===== config.mk =====
export PLATFORM = sky130hd
export DESIGN_NAME = fifo_rr_scheduler
export DESIGN_NICKNAME = d
export VERILOG_FILES = /design/src/rtl/fifo_rr_scheduler.sv
export SDC_FILE = /design/constraint.sdc
export NUM_CORES = 1
export LEC_CHECK = 0
export CAP_MARGIN = 20
export CORE_ASPECT_RATIO = 0.75
export CORE_MARGIN = 1
export CORE_UTILIZATION = 41
export CTS_CLUSTER_SIZE = 8
export DETAILED_ROUTE_END_ITERATION = 10
export PLACE_DENSITY_LB_ADDON = 0.08
export SLEW_MARGIN = 5
export SYNTH_ARGS = -nofsm -noshare
export SYNTH_HDL_FRONTEND = slang
export SYNTH_SLANG_ARGS = --single-unit

===== constraint.sdc =====
create_clock -name i_clk -period 3.3 [get_ports i_clk]
set_input_delay 0.66 -clock i_clk [delete_from_list [all_inputs] [get_ports i_clk]]
set_output_delay 0.66 -clock i_clk [all_outputs]
set_load 0.005 [all_outputs]

===== src/rtl/fifo_rr_scheduler.sv =====
`timescale 1ns/1ps
// fifo_rr_scheduler
// Round-robin write scheduler and drain controller for a byte-in / serial-out
// FIFO. Several byte producers share one FIFO write port, outstanding bytes are
// tracked with a conservative credit counter, and serialization is started
// with rd_en while serial bits are counted to find byte boundaries.
//
// Ports:
//   i_clk, i_rst_n     clock, asynchronous active-low reset
//   i_req_valid        per-producer byte valid
//   i_req_data         producer i byte at [i*DATA_W +: DATA_W]
//   o_req_ready        one-hot accept (combinational grant)
//   i_drain_en         permits starting serialization from IDLE
//   i_fifo_out_valid   serial-valid from the FIFO
//   o_fifo_in          granted byte, 0 when nothing is accepted
//   o_fifo_in_valid    FIFO write strobe
//   o_rd_en            start-serialization request
//   o_grant_id         accepted producer index, 0 when none
//   o_level            outstanding byte count
//   o_busy             controller not idle
//   o_err              sticky underflow / start-timeout flag
module fifo_rr_scheduler #(
    parameter int unsigned NUM_REQ = 4,
    parameter int unsigned ID_W    = 2,
    parameter int unsigned DATA_W  = 8,
    parameter int unsigned DEPTH   = 31,
    parameter int unsigned CNT_W   = 6
) (
    input  logic                      i_clk,
    input  logic                      i_rst_n,
    input  logic [NUM_REQ-1:0]        i_req_valid,
    input  logic [NUM_REQ*DATA_W-1:0] i_req_data,
    output logic [NUM_REQ-1:0]        o_req_ready,
    input  logic                      i_drain_en,
    input  logic                      i_fifo_out_valid,
    output logic [DATA_W-1:0]         o_fifo_in,
    output logic                      o_fifo_in_valid,
    output logic                      o_rd_en,
    output logic [ID_W-1:0]           o_grant_id,
    output logic [CNT_W-1:0]          o_level,
    output logic                      o_busy,
    output logic                      o_err
);

    localparam int unsigned BIT_W     = (DATA_W > 1) ? $clog2(DATA_W) : 1;
    localparam int unsigned START_TMO = 4;
    localparam int unsigned TMO_W     = 2;

    typedef enum logic [1:0] {
        S_IDLE  = 2'd0,
        S_START = 2'd1,
        S_RUN   = 2'd2
    } state_t;

    state_t             r_state;
    state_t             w_state_nxt;
    logic [BIT_W-1:0]   r_bit_cnt;
    logic [ID_W-1:0]    r_rr_ptr;
    logic [CNT_W-1:0]   r_level;
    logic [TMO_W-1:0]   r_tmo_cnt;
    logic               r_busy;
    logic               r_err;

    logic               w_byte_done;
    logic               w_can_wr;
    logic               w_accept;
    logic [ID_W-1:0]    w_gnt_idx;
    logic [DATA_W-1:0]  w_gnt_data;
    logic               w_rd_en;
    logic               w_tmo;

    // (base + ofs) mod NUM_REQ; both operands are already below NUM_REQ
    function automatic logic [ID_W-1:0] wrap_idx(input logic [ID_W-1:0] base,
                                                 input int unsigned    ofs);
        int unsigned sum;
        sum = 32'(base) + ofs;
        if (sum >= NUM_REQ) sum = sum - NUM_REQ;
        return ID_W'(sum);
    endfunction

    // Last serial bit of a byte; the FIFO reloads on this cycle
    assign w_byte_done = i_fifo_out_valid && (r_bit_cnt == BIT_W'(DATA_W - 1));

    // Writes are refused while reset is asserted so no grant leaks out of reset
    assign w_can_wr = i_rst_n && (r_level < CNT_W'(DEPTH)) && !w_byte_done;

    // Round-robin search starting at rr_ptr
    always_comb begin
        w_accept  = 1'b0;
        w_gnt_idx = '0;
        for (int unsigned k = 0; k < NUM_REQ; k++) begin
            if (w_can_wr && !w_accept && i_req_valid[wrap_idx(r_rr_ptr, k)]) begin
                w_accept  = 1'b1;
                w_gnt_idx = wrap_idx(r_rr_ptr, k);
            end
        end
    end

    // Granted byte and one-hot ready
    always_comb begin
        w_gnt_data  = '0;
        o_req_ready = '0;
        for (int unsigned i = 0; i < NUM_REQ; i++) begin
            if (w_accept && (w_gnt_idx == ID_W'(i))) begin
                w_gnt_data     = i_req_data[i*DATA_W +: DATA_W];
                o_req_ready[i] = 1'b1;
            end
        end
    end

    assign o_fifo_in       = w_gnt_data;
    assign o_fifo_in_valid = w_accept;
    assign o_grant_id      = w_gnt_idx;
    assign o_rd_en         = w_rd_en;
    assign o_level         = r_level;
    assign o_busy          = r_busy;
    assign o_err           = r_err;

    // Serial bit counter, cleared whenever the serial stream pauses
    always_ff @(posedge i_clk or negedge i_rst_n) begin
        if (!i_rst_n) begin
            r_bit_cnt <= '0;
        end else if (!i_fifo_out_valid || w_byte_done) begin
            r_bit_cnt <= '0;
        end else begin
            r_bit_cnt <= r_bit_cnt + BIT_W'(1);
        end
    end

    // Round-robin pointer, occupancy credits and sticky error
    always_ff @(posedge i_clk or negedge i_rst_n) begin
        if (!i_rst_n) begin
            r_rr_ptr <= '0;
            r_level  <= '0;
            r_err    <= 1'b0;
        end else begin
            if (w_accept) begin
                r_rr_ptr <= wrap_idx(w_gnt_idx, 1);
            end
            if (w_accept && !w_byte_done) begin
                r_level <= r_level + CNT_W'(1);
            end else if (w_byte_done && !w_accept && (r_level != '0)) begin
                r_level <= r_level - CNT_W'(1);
            end
            if ((w_byte_done && (r_level == '0)) || w_tmo) begin
                r_err <= 1'b1;
            end
        end
    end

    // State register, busy flag and START timeout counter
    always_ff @(posedge i_clk or negedge i_rst_n) begin
        if (!i_rst_n) begin
            r_state   <= S_IDLE;
            r_busy    <= 1'b0;
            r_tmo_cnt <= '0;
        end else begin
            r_state <= w_state_nxt;
            r_busy  <= (w_state_nxt != S_IDLE);
            if ((r_state == S_START) && !i_fifo_out_valid) begin
                r_tmo_cnt <= r_tmo_cnt + TMO_W'(1);
            end else begin
                r_tmo_cnt <= '0;
            end
        end
    end

    // Next-state and rd_en
    always_comb begin
        w_state_nxt = r_state;
        w_rd_en     = 1'b0;
        w_tmo       = 1'b0;
        case (r_state)
            S_IDLE: begin
                if (i_drain_en && ((r_level != '0) || w_accept)) begin
                    w_rd_en     = 1'b1;
                    w_state_nxt = S_START;
                end
            end
            S_START: begin
                if (i_fifo_out_valid) begin
                    w_state_nxt = S_RUN;
                end else if (r_tmo_cnt == TMO_W'(START_TMO - 1)) begin
                    w_tmo       = 1'b1;
                    w_state_nxt = S_IDLE;
                end
            end
            S_RUN: begin
                // FIFO goes idle after its last byte, otherwise chains the next
                if (w_byte_done && (r_level == CNT_W'(1))) begin
                    w_state_nxt = S_IDLE;
                end
            end
            default: begin
                w_state_nxt = S_IDLE;
            end
        endcase
    end

endmodule


==> run summary, run 1 <==
DRT antenna net count -> 0
Switching power -> 720 uW
Hold WC Path Type -> primary input to asynchronous set/reset pin
Clock latency at the later pin of the worst-skew pair -> 0.25 ns
Ys Warns -> 0
RSZ-0062 raised after global routing -> yes
Pwr dens -> 643 nW/um2
Cell-internal power -> 990 uW
Layout area overhead -> 93.7%
Worst-path fanout max -> 8
CTS HTree Levels -> 1
Total routed wirelength -> 6.22 mm
GRT Total Usage -> 0.339
CTS Buffer Depth -> 2
DRC Markers -> 0
Number of max-cap violations -> 0
Post-DP HPWL -> 3.57 mm
FILL cells -> 153
EDFF count, synth -> 0
Input/output buffers -> 63
First-pass GRT wire length -> 8.61 mm
Worst Skew -> 0.00207 ns
Most frequent cells in the layout -> 46 x clkdlybuf4s50_1, 42 x buf_4, 17 x dfrtp_1
Non-Filler Instances -> 319
Status -> finished with violations
#FFs+latches synth -> 17
Synth Flop Type -> dfrtp_1
Violated checks -> setup timing
Placer Congestion -> 0.863
Asr flop ratio synth -> 1.00
Pre-antenna DRT Iters -> 5
Most common cell after layout, fill and taps aside -> clkdlybuf4s50_1
Highest Clock Rate -> 290 MHz
Via count -> 1851
Switch share -> 0.421
Die W -> 68.8 um
Clock power share -> 0.092
Final setup TNS -> -0.147 ns
Core area -> 3060 um2
Slack of the critical path -> -0.145 ns
Req. time, crit path -> 2.64 ns
TritonCTS clock tree -> done
Largest net degree at the start of global routing -> 18
TritonCTS Buffers -> 3
Initial antenna violation count -> 0
Critical Path AT -> 2.79 ns
Vias in the first global route -> 1773
CP Launch Type -> primary input
Final period demand of the worst path -> 3.45 ns
Fin crit share -> 1.04
Setup crit end kind -> output port
1st-iter DRT viols -> 114
CTS root buf -> clkbuf_8
Peak supply drop -> 0.501 mV
Slew margin rel. -> 0.636
Synthesized net count -> 225
Clock slew at reported path FFs -> 0.06 ns
Final setup fails -> 2
Post-Place Worst Slack -> -0.706 ns
Pwr Total -> 1710 uW
Sequential share of power -> 0.214
Placed Cells -> 292
Avg Vias per Cell -> 5.80
Num rows -> 17
Sequential fraction of the synthesis area -> 0.310
Final hold vios -> 0
Ant. Diodes -> 0
Starting density of the core -> 0.448
Slew Viols, Final -> 0
Combinational share of power -> 0.695
Synthesized cell area -> 1370 um2
CTS Sinks -> 17
Layout cells sized above 1 -> 0.331
CTS Hold Bufs -> 0
Crit path kind -> primary input to output port
Mean post-synth cell area -> 7.89 um2
Synth cell types -> 37
Pleak -> 0.00128 uW
Fin nets -> 333
Drt wl/cell -> 19.5 um
Worst Tran Pin Value -> 0.542 ns
Die Ht -> 52.1 um
Grt ovf -> 0
I/O pins -> 64
Die Area -> 3590 um2
Mapped Cells -> 174
## per-stage QoR
stage | hold WS, ns | utilization | cell area [um2]
after floorplan | 0.364 | - | 1370
after global placement | 0.423 | 0.730 | 2230
after detailed placement | 0.431 | 0.730 | 2230
after CTS | 0.440 | 0.826 | 2530
after global routing | 0.394 | 0.868 | 2660
final | 0.392 | 0.868 | 2660
## power by group through the flow
stage	logic, uW	registers (uW)	clock network (uW)
finish	1190	365	157
global route	1280	371	171
CTS	1040	345	162
detailed placement	919	346	0
global placement	885	339	0
floorplan	414	369	0
## area by class of cell
| type | instances | area, um2 | area share |
|---|---|---|---|
| clock buffer | 4 | 45.0 | 0.0169 |
| inverter | 15 | 58.8 | 0.0221 |
| multi-input combinational | 133 | 1060 | 0.398 |
| sequential | 17 | 425 | 0.160 |
| tap | 38 | 47.5 | 0.0179 |
| timing repair buffer | 112 | 1020 | 0.385 |
## critical path: stages
cell and delay (ns):
clkdlybuf4s15_2 0.25, nor2b_4 0.16, a21o_1 0.12, nand2_1 0.14
o211a_4 0.20, buf_4 0.14, ha_4 0.20, buf_4 0.15
buf_4 0.12, a21oi_2 0.13, o21ai_1 0.11, a22oi_1 0.19
nor2_1 0.09, clkbuf_2 0.11
## Yosys cell counts (2+ instances only)
cell type	instances	area, um2
ha_1	11	138
clkbuf_1	6	22.5
nor3b_1	2	15.0
nor2_1	17	63.8
o211a_1	2	20.0
nand2b_1	2	12.5
nor4_1	2	12.5
o211ai_1	2	15.0
and3b_1	2	17.5
and3_1	3	18.8
nand4_1	2	12.5
a211oi_1	4	30.0
a22oi_1	11	82.6
inv_1	14	52.6
nand3_1	2	10.0
a21oi_1	22	110
nand2_1	15	56.3
dfrtp_1	17	425
o21ai_0	12	60.1
and2_1	5	31.3
buf_2	2	10.0
nor2b_1	2	12.5
xnor2_1	3	26.3
## worst paths after layout
check	to	cells past startpoint	slack [ns]	from
max	o_fifo_in[0]	14	-0.15	i_req_valid[3]
min in group i_clk	r_bit_cnt[0]	1	0.44	r_bit_cnt[0]
min	r_rr_ptr[0]	2	0.39	i_rst_n
max reg2reg	o_busy	6	1.21	o_level[3]
max in group asynchronous	o_level[2]	2	2.72	i_rst_n
min reg2reg	r_bit_cnt[0]	1	0.44	r_bit_cnt[0]
## registers in the layout, indices dropped and copies added, names as in the netlist
register / cells
o_busy: 1
o_err: 1
o_level: 6
r_bit_cnt: 3
r_rr_ptr: 2
r_state: 2
r_tmo_cnt: 2
## metal layers
metal  global-route usage  part of all wire
met1                0.451              0.42
met2                0.529              0.47
met5                    0                 0
met3               0.0943             0.078
met4                0.102             0.032
## what timing repair did
item	in CTS	in global routing
setup endpoints to repair	13	12
gates cloned	1	0
setup buffers	14	9
pin swaps	11	23
resized for setup	56	44
## cells by family after synthesis
kind of cell / share of synthesized area
AOI/OAI and AO/OA: 0.271
and+or+nand+nor: 0.225
buffers and inverters: 0.0675
DFF: 0.310
adders and majority gates: 0.100
xor gates and xnor gates: 0.0191
muxes: 0.00729
No activity file was read; power rests on OpenSTA's default activity.
==> run 2: changes to the inputs <==
Settings changed: CTS_CLUSTER_DIAMETER from default to 200, TNS_END_PERCENT from default to 10.
==> run 2 against run 1 <==
Against the previous run:
- critical endpoint is now o_fifo_in[6]
- the run now ends clean
- sequential power fell by 2%
- maximum frequency rose by 5.2%
- largest cell class unchanged
- routed wire length fell by 12%
- sequential share of layout area rose by 0.53 points
- global-route usage fell by 2.3 points
- critical path depth fell by 2
- die area did not move
- worst hold slack improved by 0.045 ns
- first-iteration DRC count fell by 31%
==> run summary, run 2 (synthesized netlist as in run 1, its figures left out) <==
Status -> finished, final reports clean
Grt ovf -> 0 (unchanged)
Critical path's largest stage delay -> 0.39 ns (+0.14 ns)
Combinational share of power -> 0.686 (-0.009)
Fin nets -> 326 (-2.1%)
Pwr Total -> 1630 uW (-4.6%)
Final period demand of the worst path -> 3.27 ns (-0.172 ns)
Worst Skew -> 0.00181 ns (-0.000264 ns)
Delay-heaviest family, CP -> compound AO/OA/AOI/OAI gates
GRT Total Usage -> 0.315 (-0.0232)
Avg Vias per Cell -> 5.68 (-2.2%)
Ant. Diodes -> 0 (unchanged)
Worst Tran Pin Value -> 0.534 ns (-0.00777 ns)
Crit path kind -> register to output port
Final hold vios -> 0 (unchanged)
Initial antenna violation count -> 0 (unchanged)
R2r endpoint -> o_busy
Total routed wirelength -> 5.45 mm (-12%)
Starting density of the core -> 0.448 (unchanged)
Die Area -> 3590 um2 (unchanged)
CTS Hold Bufs -> 0 (unchanged)
FF/Latch Area -> 427 um2 (+0.29%)
Num rows -> 17 (unchanged)
Clock latency at the later pin of the worst-skew pair -> 0.25 ns (about the same)
Switch share -> 0.411 (-0.00976)
Slew Viols, Final -> 0 (unchanged)
Cell-internal power -> 961 uW (-2.9%)
Via count -> 1771 (-4.3%)
Highest Clock Rate -> 305 MHz (+5.2%)
Pre-antenna DRT Iters -> 4 (-1)
Vias in the first global route -> 1715 (-3.3%)
CTS Sinks -> 17 (unchanged)
Critical Path AT -> 2.61 ns (-0.18 ns)
WP buf/inv -> 2 (-3)
Pleak -> 0.00122 uW (-4.7%)
Max FFs per register -> 6 (unchanged)
Input/output buffers -> 63 (unchanged)
CP Launch Type -> register
Drt wl/cell -> 17.5 um (-10%)
CTS Buffer Depth -> 2 (unchanged)
Die W -> 68.8 um (unchanged)
Placer Congestion -> 0.863 (unchanged)
Critical Path Source -> o_level[0]
RR Startpoint -> o_level[3]
Worst-path fanout max -> 5 (-3)
Worst Reg-to-Reg Cells -> 6 (unchanged)
Final setup TNS -> 0 ns (+0.147 ns)
Switching power -> 671 uW (-6.8%)
CTS HTree Levels -> 1 (unchanged)
Slowest stage cell on the critical path -> dfrtp_1
Footprint of the multi-input gates -> 1040 um2 (-2.1%)
Slew margin rel. -> 0.641 (+0.00523)
Hold WC Path Type -> register to register
DRC Markers -> 0 (unchanged)
CTS root buf -> clkbuf_8
Largest net degree at the start of global routing -> 18 (unchanged)
Worst Setup EP -> o_fifo_in[6]
RSZ-0062 raised after global routing -> yes
Layout cells sized above 1 -> 0.307 (-0.0244)
Peak supply drop -> 0.471 mV (-5.9%)
Core area -> 3060 um2 (unchanged)
Layout area overhead -> 88.1%
TritonCTS Buffers -> 3 (unchanged)
First-pass GRT wire length -> 8.14 mm (-5.4%)
Pwr dens -> 632 nW/um2 (-1.7%)
Final setup fails -> 0 (-2)
Clock power share -> 0.096 (+0.004)
1st-iter DRT viols -> 79 (-31%)
FILL cells -> 180 (+18%)
R2R Setup Slk -> 1.24 ns (+0.03 ns)
Number of max-cap violations -> 0 (unchanged)
TritonCTS clock tree -> done
Levels on crit path -> 12 (-2)
DRT antenna net count -> 0 (unchanged)
Sequential share of power -> 0.218 (+0.004)
Most frequent cells in the layout -> 48 x clkdlybuf4s50_1, 36 x buf_4, 16 x nor2_1, 16 x dfrtp_1
Post-DP HPWL -> 3.57 mm (unchanged)
Req. time, crit path -> 2.64 ns (about the same)
Setup crit end kind -> output port
Crit path cell chain -> ha_2 > nand4_1 > nand3_4 > a21oi_4 > o211ai_1 > ha_4 > buf_6 > a21oi_1 > o21ai_1 > a22oi_1 > nor2_1 > dlygate4sd2_1
Most common cell after layout, fill and taps aside -> clkdlybuf4s50_1
Clock slew at reported path FFs -> 0.06 ns (about the same)
Die Ht -> 52.1 um (unchanged)
I/O pins -> 64 (unchanged)
Fin crit share -> 0.992 (-0.0520)
==> run 2: cell types whose count changed in the layout (fill, tap and decap cells not counted), sizes merged <==
cell / before / now
buf: 48 / 41
dlygate4sd2: 3 / 6
clkdlybuf4s15: 3 / 1
clkdlybuf4s50: 46 / 48
dlymetal6s2s: 3 / 1
clkbuf: 12 / 11
==> run 2: worst register-to-register path, cell delays in order (launching register included) <==
cell and delay [ns]:
dfrtp_1 0.39, buf_4 0.16, nor4_1 0.51, nand2_1 0.23
o211ai_2 0.20, buf_4 0.13, or3b_1 0.33
==> run 2: layout make-up <==
type / instances / area share
well taps: 38 / 0.0184
multi-input cells: 133 / 0.401
inverters: 15 / 0.0228
repair buffers: 105 / 0.375
clock buffers: 4 / 0.0175
flip-flops and latches: 17 / 0.165
==> run 2: worst min path at each step <==
stage | start | endpoint | cells after the start
global route | r_tmo_cnt[0] | r_tmo_cnt[0] | 1
detailed placement | r_bit_cnt[0] | r_bit_cnt[0] | 1
finish | r_bit_cnt[0] | r_bit_cnt[0] | 1
CTS | r_bit_cnt[0] | r_bit_cnt[0] | 1
global placement | r_tmo_cnt[0] | r_tmo_cnt[0] | 1
floorplan | i_rst_n | o_busy | 0
==> run 2: power groups by stage <==
stage / logic (uW) / clock network [uW] / registers (uW)
after floorplan: 414 / 0 / 369
final: 1120 / 157 / 356
after global placement: 885 / 0 / 339
after CTS: 1030 / 162 / 345
after global routing: 1200 / 171 / 363
after detailed placement: 919 / 0 / 346
==> run 2: stage by stage <==
| stage | cell area [um2] | cells | setup WS, ns | utilization | hold slack (ns) |
|---|---|---|---|---|---|
| global placement | 2230 | 292 | -0.528 | 0.730 | 0.423 |
| floorplan | 1370 | 174 | 0.233 | - | 0.364 |
| CTS | 2500 | 308 | -0.0282 | 0.815 | 0.440 |
| finish | 2580 | 312 | 0.0263 | 0.843 | 0.437 |
| detailed placement | 2230 | 292 | -0.706 | 0.730 | 0.431 |
| global route | 2580 | 312 | -0.0639 | 0.843 | 0.453 |
==> run 2: layer usage <==
layer  track usage  wire (um)  vias up
met5             0          0        -
met1         0.424       2440      875
met4        0.0714         27        0
met2         0.513       2630       74
li1              -          -      818
met3        0.0702        351        4
==> run 2: what timing repair did <==
item / in CTS / in global routing
resized for setup: 52 / 34
buffers inserted: 11 / 4
pin swaps: 10 / 20
gates cloned: 1 / 0
setup endpoints to repair: 13 / 12
==> variant, RTL diff (flow settings as in run 2) <==
Encoding of `state_t`: now one-hot (3 bits for 3 states).
--- a/src/rtl/fifo_rr_scheduler.sv
+++ b/src/rtl/fifo_rr_scheduler.sv
@@ -46,10 +46,10 @@
     localparam int unsigned START_TMO = 4;
     localparam int unsigned TMO_W     = 2;
 
-    typedef enum logic [1:0] {
-        S_IDLE  = 2'd0,
-        S_START = 2'd1,
-        S_RUN   = 2'd2
+    typedef enum logic [2:0] {
+        S_IDLE  = 3'b001,
+        S_START = 3'b010,
+        S_RUN   = 3'b100
     } state_t;
 
     state_t             r_state;
Check against the original RTL: same outputs for any inputs over 10 cycles, from zero or initial values and one cycle with i_rst_n low; not proved beyond that.
==> variant against run 2 <==
The run now ends with DRC left; synthesized area up 5.4%; setup slack lost 13 ps; routed wire length is 12% lower; sequential cell count rose by 1; design area barely moved; register-to-register slack improved by 80 ps.
Power is not compared: it rests on default switching activity, and its combinational part moved more than twofold at a synthesized area within 25%.
==> variant: results (changes against run 2) <==
- The fraction of area in multi-input gates is 0.412 (+0.0106).
- The global-route met2 utilization is 0.390 (-0.123).
- The number of global-route vias before repair was 1,506 (-12%).
- The routability-driven placement congestion ratio is 0.828 (-4.0%).
- The final reports fail on DRC.
- The number of iterations in the first detailed-routing pass is 7 (+3).
- The biggest cell delay along the critical path came to 420 ps (+30 ps).
- In the synthesized netlist, the cells that appear most often are sky130_fd_sc_hd__a21oi_1 (23), sky130_fd_sc_hd__dfrtp_1 (17), sky130_fd_sc_hd__nand2_1 (17).
- The proportion of synthesized chip area in sequential cells was 0.312 (+0.00235).
- The met1 track demand over resource came to 0.365 (-0.0583).
- The register-to-register setup slack is 1320 ps (+80 ps).
- The cell class contributing the biggest share of worst-path delay is simple AND/OR/NAND/NOR gates.
- The summed area of non-filler cells in the final layout is 0.00258 sq mm (about the same).
- The worst hold slack is 431 ps (-5.20 ps).
- The estimated wirelength of the detail-placed design is 3500 um (-1.8%).
- The worst hold path begins at r_tmo_cnt[0]$_DFF_PN0_.
- The number of nets in the synthesized netlist is 231 (+2.7%).
- The cell with the largest stage delay on the worst path is sky130_fd_sc_hd__or3_4.
- The path with the worst hold slack has its endpoint at r_tmo_cnt[0]$_DFF_PN0_.
- The number of distinct library cells after synthesis came to 40 (+8.1%).
- The maximum number of pins on one net before global-route repair came to 19 (+1).
- The critical path arrival is 2630 ps (+20 ps).
- The register share of the cell area is 0.175 (+0.00986).
- The placed instance area is 0.00230 sq mm (+2.7%).
- The flow ran to the end, but the final reports show violations.
- The met2 routed wirelength is 2220 um (-16%).
- The detail-routed via count per cell was 5.24 (-7.6%).
- The first-pass GRT wire length was 7250 um (-11%).
- The residual DRC count is 8 (+8).
- The worst setup slack before clock tree synthesis came to -857 ps (-151 ps).
[variant: changes by cell type in the layout (fill, tap and decap cells not counted), sizes merged, moves of 3 or more]
cell	before	now
nor3	0	5
a211oi	4	0
nor2	17	13
or3	1	5
and3	3	0
o211ai	3	0
[variant: repair_timing]
| item | CTS | global route |
|---|---|---|
| setup endpoints to repair | 13 | 9 |
| pin swaps | 9 | 13 |
| gates resized for setup | 54 | 23 |
| setup buffers | 10 | 2 |
[variant: power by group through the flow]
| stage | logic [mW] | registers [mW] | clock network (mW) |
|---|---|---|---|
| 2_1_floorplan | 0.0926 | 0.284 | 0 |
| 3_3_place_gp | 0.231 | 0.279 | 0 |
| 3_5_place_dp | 0.235 | 0.281 | 0 |
| 4_1_cts | 0.244 | 0.277 | 0.184 |
| 5_1_grt | 0.271 | 0.282 | 0.194 |
| 6_report | 0.248 | 0.278 | 0.182 |
